<file path="src/rtl/uart_rx.sv">
// uart_rx: UART receiver, 2-flop input sync, mid-bit sampling, one-cycle valid/error strobes.
// Define UART_RX_PARITY_EN to add an even-parity bit between data and stop.
module uart_rx #(
  parameter int CLKS_PER_BIT = 434,
  parameter int DATA_WIDTH   = 8
) (
  input  logic                  clk,
  input  logic                  reset,
  input  logic                  rx_serial,
  output logic [DATA_WIDTH-1:0] rx_data,
  output logic                  rx_valid,
  output logic                  frame_error,
`ifdef UART_RX_PARITY_EN
  output logic                  parity_error,
`endif
  output logic                  busy
);
  localparam int TW = $clog2(CLKS_PER_BIT);
  localparam int BW = $clog2(DATA_WIDTH + 1);
  localparam logic [TW-1:0] T_FULL = TW'(CLKS_PER_BIT - 1);
  localparam logic [TW-1:0] T_HALF = TW'(CLKS_PER_BIT / 2 - 1);
  localparam logic [BW-1:0] B_LAST = BW'(DATA_WIDTH - 1);
`ifdef UART_RX_PARITY_EN
  typedef enum logic [2:0] {IDLE, START, DATA, STOP, BRK, PARITY} state_t;
`else
  typedef enum logic [2:0] {IDLE, START, DATA, STOP, BRK} state_t;
`endif
  state_t                state_q, state_d;
  logic                  s1_q, rx_s_q;
  logic [TW-1:0]         timer_q, timer_d;
  logic [BW-1:0]         bit_q, bit_d;
  logic [DATA_WIDTH-1:0] sh_q, sh_d;
  logic [DATA_WIDTH-1:0] data_q, data_d;
  logic                  valid_q, valid_d;
  logic                  ferr_q, ferr_d;
`ifdef UART_RX_PARITY_EN
  logic                  pbad_q, pbad_d;
  logic                  perr_q, perr_d;
`endif
  logic                  tick;
  always_ff @(posedge clk or negedge reset) begin
    if (!reset) begin
      s1_q    <= 1'b1;
      rx_s_q  <= 1'b1;
      state_q <= IDLE;
      timer_q <= '0;
      bit_q   <= '0;
      sh_q    <= '0;
      data_q  <= '0;
      valid_q <= 1'b0;
      ferr_q  <= 1'b0;
`ifdef UART_RX_PARITY_EN
      pbad_q  <= 1'b0;
      perr_q  <= 1'b0;
`endif
    end else begin
      s1_q    <= rx_serial;
      rx_s_q  <= s1_q;
      state_q <= state_d;
      timer_q <= timer_d;
      bit_q   <= bit_d;
      sh_q    <= sh_d;
      data_q  <= data_d;
      valid_q <= valid_d;
      ferr_q  <= ferr_d;
`ifdef UART_RX_PARITY_EN
      pbad_q  <= pbad_d;
      perr_q  <= perr_d;
`endif
    end
  end
  assign tick = timer_q == T_FULL;
  always_comb begin
    state_d = state_q;
    timer_d = timer_q + TW'(1);
    bit_d   = bit_q;
    sh_d    = sh_q;
    data_d  = data_q;
    valid_d = 1'b0;
    ferr_d  = 1'b0;
`ifdef UART_RX_PARITY_EN
    pbad_d  = pbad_q;
    perr_d  = 1'b0;
`endif
    case (state_q)
      IDLE: begin
        timer_d = '0;
`ifdef UART_RX_PARITY_EN
        pbad_d  = 1'b0;
`endif
        if (!rx_s_q) state_d = START;
      end
      START: if (timer_q == T_HALF) begin
        timer_d = '0;
        bit_d   = '0;
        state_d = rx_s_q ? IDLE : DATA;
      end
      DATA: if (tick) begin
        timer_d = '0;
        bit_d   = bit_q + BW'(1);
        sh_d    = {rx_s_q, sh_q[DATA_WIDTH-1:1]};
        if (bit_q == B_LAST) begin
`ifdef UART_RX_PARITY_EN
          state_d = PARITY;
`else
          state_d = STOP;
`endif
        end
      end
`ifdef UART_RX_PARITY_EN
      PARITY: if (tick) begin
        timer_d = '0;
        pbad_d  = (^sh_q) != rx_s_q;
        state_d = STOP;
      end
`endif
      // Leaving mid stop bit lets IDLE catch a start edge that follows without gap.
      STOP: if (tick) begin
        timer_d = '0;
        state_d = rx_s_q ? IDLE : BRK;
        ferr_d  = !rx_s_q;
`ifdef UART_RX_PARITY_EN
        perr_d  = rx_s_q && pbad_q;
        valid_d = rx_s_q && !pbad_q;
`else
        valid_d = rx_s_q;
`endif
        data_d  = valid_d ? sh_q : data_q;
      end
      BRK: begin
        timer_d = '0;
        if (rx_s_q) state_d = IDLE;
      end
      default: state_d = IDLE;
    endcase
  end
  assign rx_data     = data_q;
  assign rx_valid    = valid_q;
  assign frame_error = ferr_q;
`ifdef UART_RX_PARITY_EN
  assign parity_error = perr_q;
`endif
  assign busy        = state_q != IDLE;
endmodule

</file>
<file path="config.mk">
export PLATFORM = sky130hd
export DESIGN_NAME = uart_rx
export DESIGN_NICKNAME = d
export VERILOG_FILES = /design/src/rtl/uart_rx.sv
export SDC_FILE = /design/constraint.sdc
export NUM_CORES = 1
export LEC_CHECK = 0
export CAP_MARGIN = 20
export CELL_PAD_IN_SITES_DETAIL_PLACEMENT = 1
export CELL_PAD_IN_SITES_GLOBAL_PLACEMENT = 1
export CORE_MARGIN = 3
export CORE_UTILIZATION = 46
export CTS_BUF_LIST = sky130_fd_sc_hd__clkbuf_16
export CTS_CLUSTER_DIAMETER = 200
export DETAILED_ROUTE_END_ITERATION = 6
export PLACE_DENSITY_LB_ADDON = 0.08
export SYNTH_ARGS = -nofsm -noshare
export SYNTH_HDL_FRONTEND = slang
export SYNTH_SLANG_ARGS = --single-unit
</file>
<file path="constraint.sdc">
create_clock -name clk -period 2.4 [get_ports clk]
set_clock_uncertainty 0.15 [all_clocks]
set_input_delay 0.48 -clock clk [delete_from_list [all_inputs] [get_ports clk]]
set_output_delay 0.48 -clock clk [all_outputs]
set_load 0.02 [all_outputs]
</file>
==> flow_metrics.tcl <==
set metrics [dict create \
    critPathKind "reg -> out" \
    antenna-diode-count 0 \
    die_y_um 66.4 \
    finalSetupViolations 0 \
    pre_cts_ws_ns 0.222 \
    firstDrtPassIters 4 \
    core-area_um2 3420 \
    worst-path-buf-inv 1 \
    start_util_pct 49.1 \
    grt_overflow 0 \
    synth_simple_gate_area_share_pct 20.1 \
    ir_drop_mv 0.591 \
    finalCriticalPeriod_ns 2.25 \
    cts_buffers 5 \
    tritoncts "yes" \
    routed_wl_um 3530 \
    yosysUniqueCellTypes 40 \
    cp_slowest_cell "clkdlybuf4s50_1" \
    max_freq_mhz 444 \
    hold_buffers 0 \
    antenna_left 0 \
    start_kind "flip-flop" \
    power.density_nw_per_um2 614 \
    power.total_mw 1.23 \
    worst_slew_pin_slew_ns 0.462 \
    critPathMaxStageDelay_ns 0.59 \
    end_kind "output port" \
    gr-usage-all-layers_pct 19.4 \
    syn_inst 132 \
    finalCritPeriodShare_pct 93.9 \
    fin_tns_setup_ns 0 \
    worst_slew_margin_rel_pct 69.0 \
    wl_per_cell_um 17.7 \
    area_growth_syn_to_layout_pct 19.9 \
    design_area_um2 2010 \
    antenna_found_initial 0 \
    clkSinkCount 36 \
    synth.avg_cell_area_um2 12.7 \
    die_area_um2 4400 \
    synth_top_family_by_area "simple AND/OR/NAND/NOR gates" \
    cts_setup_buffers 0 \
    final_layout_size_suffix_gt1_share_pct 24.2 \
    synth-compound-area-share_pct 4.18 \
    synth_area_leader_cell "dfrtp_1" \
    yosys-mux-area-fraction_pct 11.4 \
    synthArstFlopShare_pct 100 \
    die_w_um 66.4 \
    worst-endpoint-required_ns 1.77 \
    hpwl_um 2430 \
    path_max_fanout 12 \
    clk_pin_slew_ns 0.05 \
    synth_ff_type "dfrtp_1" \
    timing.final.ws_setup_ns 0.147 \
    fillers 347 \
    yosys.area_share.xor_xnor_pct 4.70 \
    placed_area_um2 1870 \
    ys_seq_area_share_pct 53.9 \
    drcViolationCount 0 \
    synth-adder-area-share_pct 2.99 \
    fp-row-count 21 \
    ys_top_cells_by_area "dfrtp_1, mux2_2, dfstp_2" \
    detail_route.iter0.violations 49 \
    clock-root-buffer "clkbuf_16" \
    path_cells "nor2_1 -> nand2_1 -> clkdlybuf4s50_1" \
    clk_path_buf_depth 2 \
    status "finished clean" \
    syn_area_um2 1680 \
    synth_edf_count 0 \
    max-cap-violations 0 \
    pin_count 14 \
    synth_fp_nets 139 \
    vias 1128 \
    yosysWarnings 0 \
    grt_pass1_vias 1253 \
    r2r_slack_ns 0.17 \
    arrival_ns 1.62 \
    clk_latency_ns 0.27 \
    power.leakage_nw 0.881 \
    fin_nets 159 \
    viasPerCell 5.67 \
    hold_class "reg -> reg" \
    path_delay_family "buffers and inverters" \
    cts-htree-levels 2 \
    finalMaxSlewViolations 0 \
    grt_first_pass_wirelength_um 6240 \
    grt_max_degree 37 \
    rsz0062_at_grt "no" \
    cts_resized 0 \
    hold_violations 0 \
    ys_seq_elements 36 \
    yosysTopAreaCellShare_pct 50.7 \
    port_buffers 13 \
    place.gp.congestion 0.770 \
]
## state kept, by name, summed over array words and instances (netlist names)
| register | count |
|---|---|
| bit_q | 4 |
| frame_error | 1 |
| rx_data | 8 |
| rx_s_q | 1 |
| rx_valid | 1 |
| s1_q | 1 |
| sh_q | 8 |
| state_q | 3 |
| timer_q | 9 |
## cell usage in the layout, fill, tap and decap left out, drive strengths merged, types with 2 or more instances in the layout
cell / n
mux2: 17
clkdlybuf4s50: 13
a21oi: 2
xnor2: 3
nand3: 7
and3b: 3
clkinv: 2
nand4b: 2
nor3: 10
dfrtp: 34
nor3b: 3
nand2b: 2
inv: 4
buf: 5
nand2: 3
clkbuf: 5
xor2: 6
ha: 4
dfstp: 2
nor2: 5
nand4: 4
## final timing paths
path | cells past startpoint | to | startpoint
worst max-delay path | 3 | busy | state_q[0]
worst min-delay path | 0 | rx_s_q | s1_q
worst max register to register | 6 | rx_data[7] | timer_q[1]
worst min register to register | 0 | rx_s_q | s1_q
max in group asynchronous | 2 | s1_q | reset
min in group asynchronous | 2 | timer_q[5] | reset
## stage by stage
stage          std cells  utilization (%)  hold WS, ns
2_1_floorplan        132                -       0.0344
3_3_place_gp         191             54.7        0.198
3_5_place_dp         191             54.7        0.201
4_1_cts              199             58.8        0.207
5_1_grt              199             58.8        0.210
6_report             199             58.8        0.205
## cell families (layout without fill, tap and decap cells)
kind of cell               Yosys count  in the layout
and+or+nand+nor                     49             49
AOI/OAI and AO/OA                    9              9
adders and majority gates            4              4
buffers and inverters                8             29
DFF                                 36             36
xor gates and xnor gates             9              9
muxes                               17             17
## layout make-up
| class | count | area [um2] | area share (%) |
|---|---|---|---|
| multi-input cells | 88 | 727 | 36.2 |
| inverters | 3 | 11.3 | 0.560 |
| clock buffers | 5 | 125 | 6.23 |
| repair buffers | 18 | 168 | 8.34 |
| well taps | 46 | 57.6 | 2.86 |
| clock inverters | 3 | 17.5 | 0.872 |
| flip-flops and latches | 36 | 903 | 45.0 |
## per-layer routing
layer / GRT usage, % / part of all wire [%] / vias to the layer above
li1: - / - / 517
met1: 23.4 / 44 / 591
met2: 32.7 / 52 / 14
met3: 5.61 / 2.1 / 6
met4: 7.36 / 1.6 / 0
met5: 0 / 0 / -
## cells in the mapped netlist (2+ instances only)
| cell | n |
|---|---|
| nand4_1 | 4 |
| mux2_2 | 17 |
| xnor2_1 | 3 |
| nand3_1 | 6 |
| dfrtp_1 | 34 |
| a21oi_1 | 2 |
| nand4b_1 | 2 |
| and3b_1 | 3 |
| ha_1 | 4 |
| nand2b_1 | 2 |
| nand2_1 | 3 |
| inv_1 | 3 |
| nor3b_1 | 3 |
| xor2_1 | 6 |
| nor2_1 | 5 |
| buf_4 | 2 |
| dfstp_2 | 2 |
| nor3_1 | 9 |
## report_power, final
group	total (mW)	internal, mW	switching (mW)
registers	0.613	0.611	0.00201
clock network	0.605	0.381	0.223
logic	0.0164	0.00462	0.0118
total	1.23	0.997	0.237
Note: power is estimated with default switching activity, not from simulation.
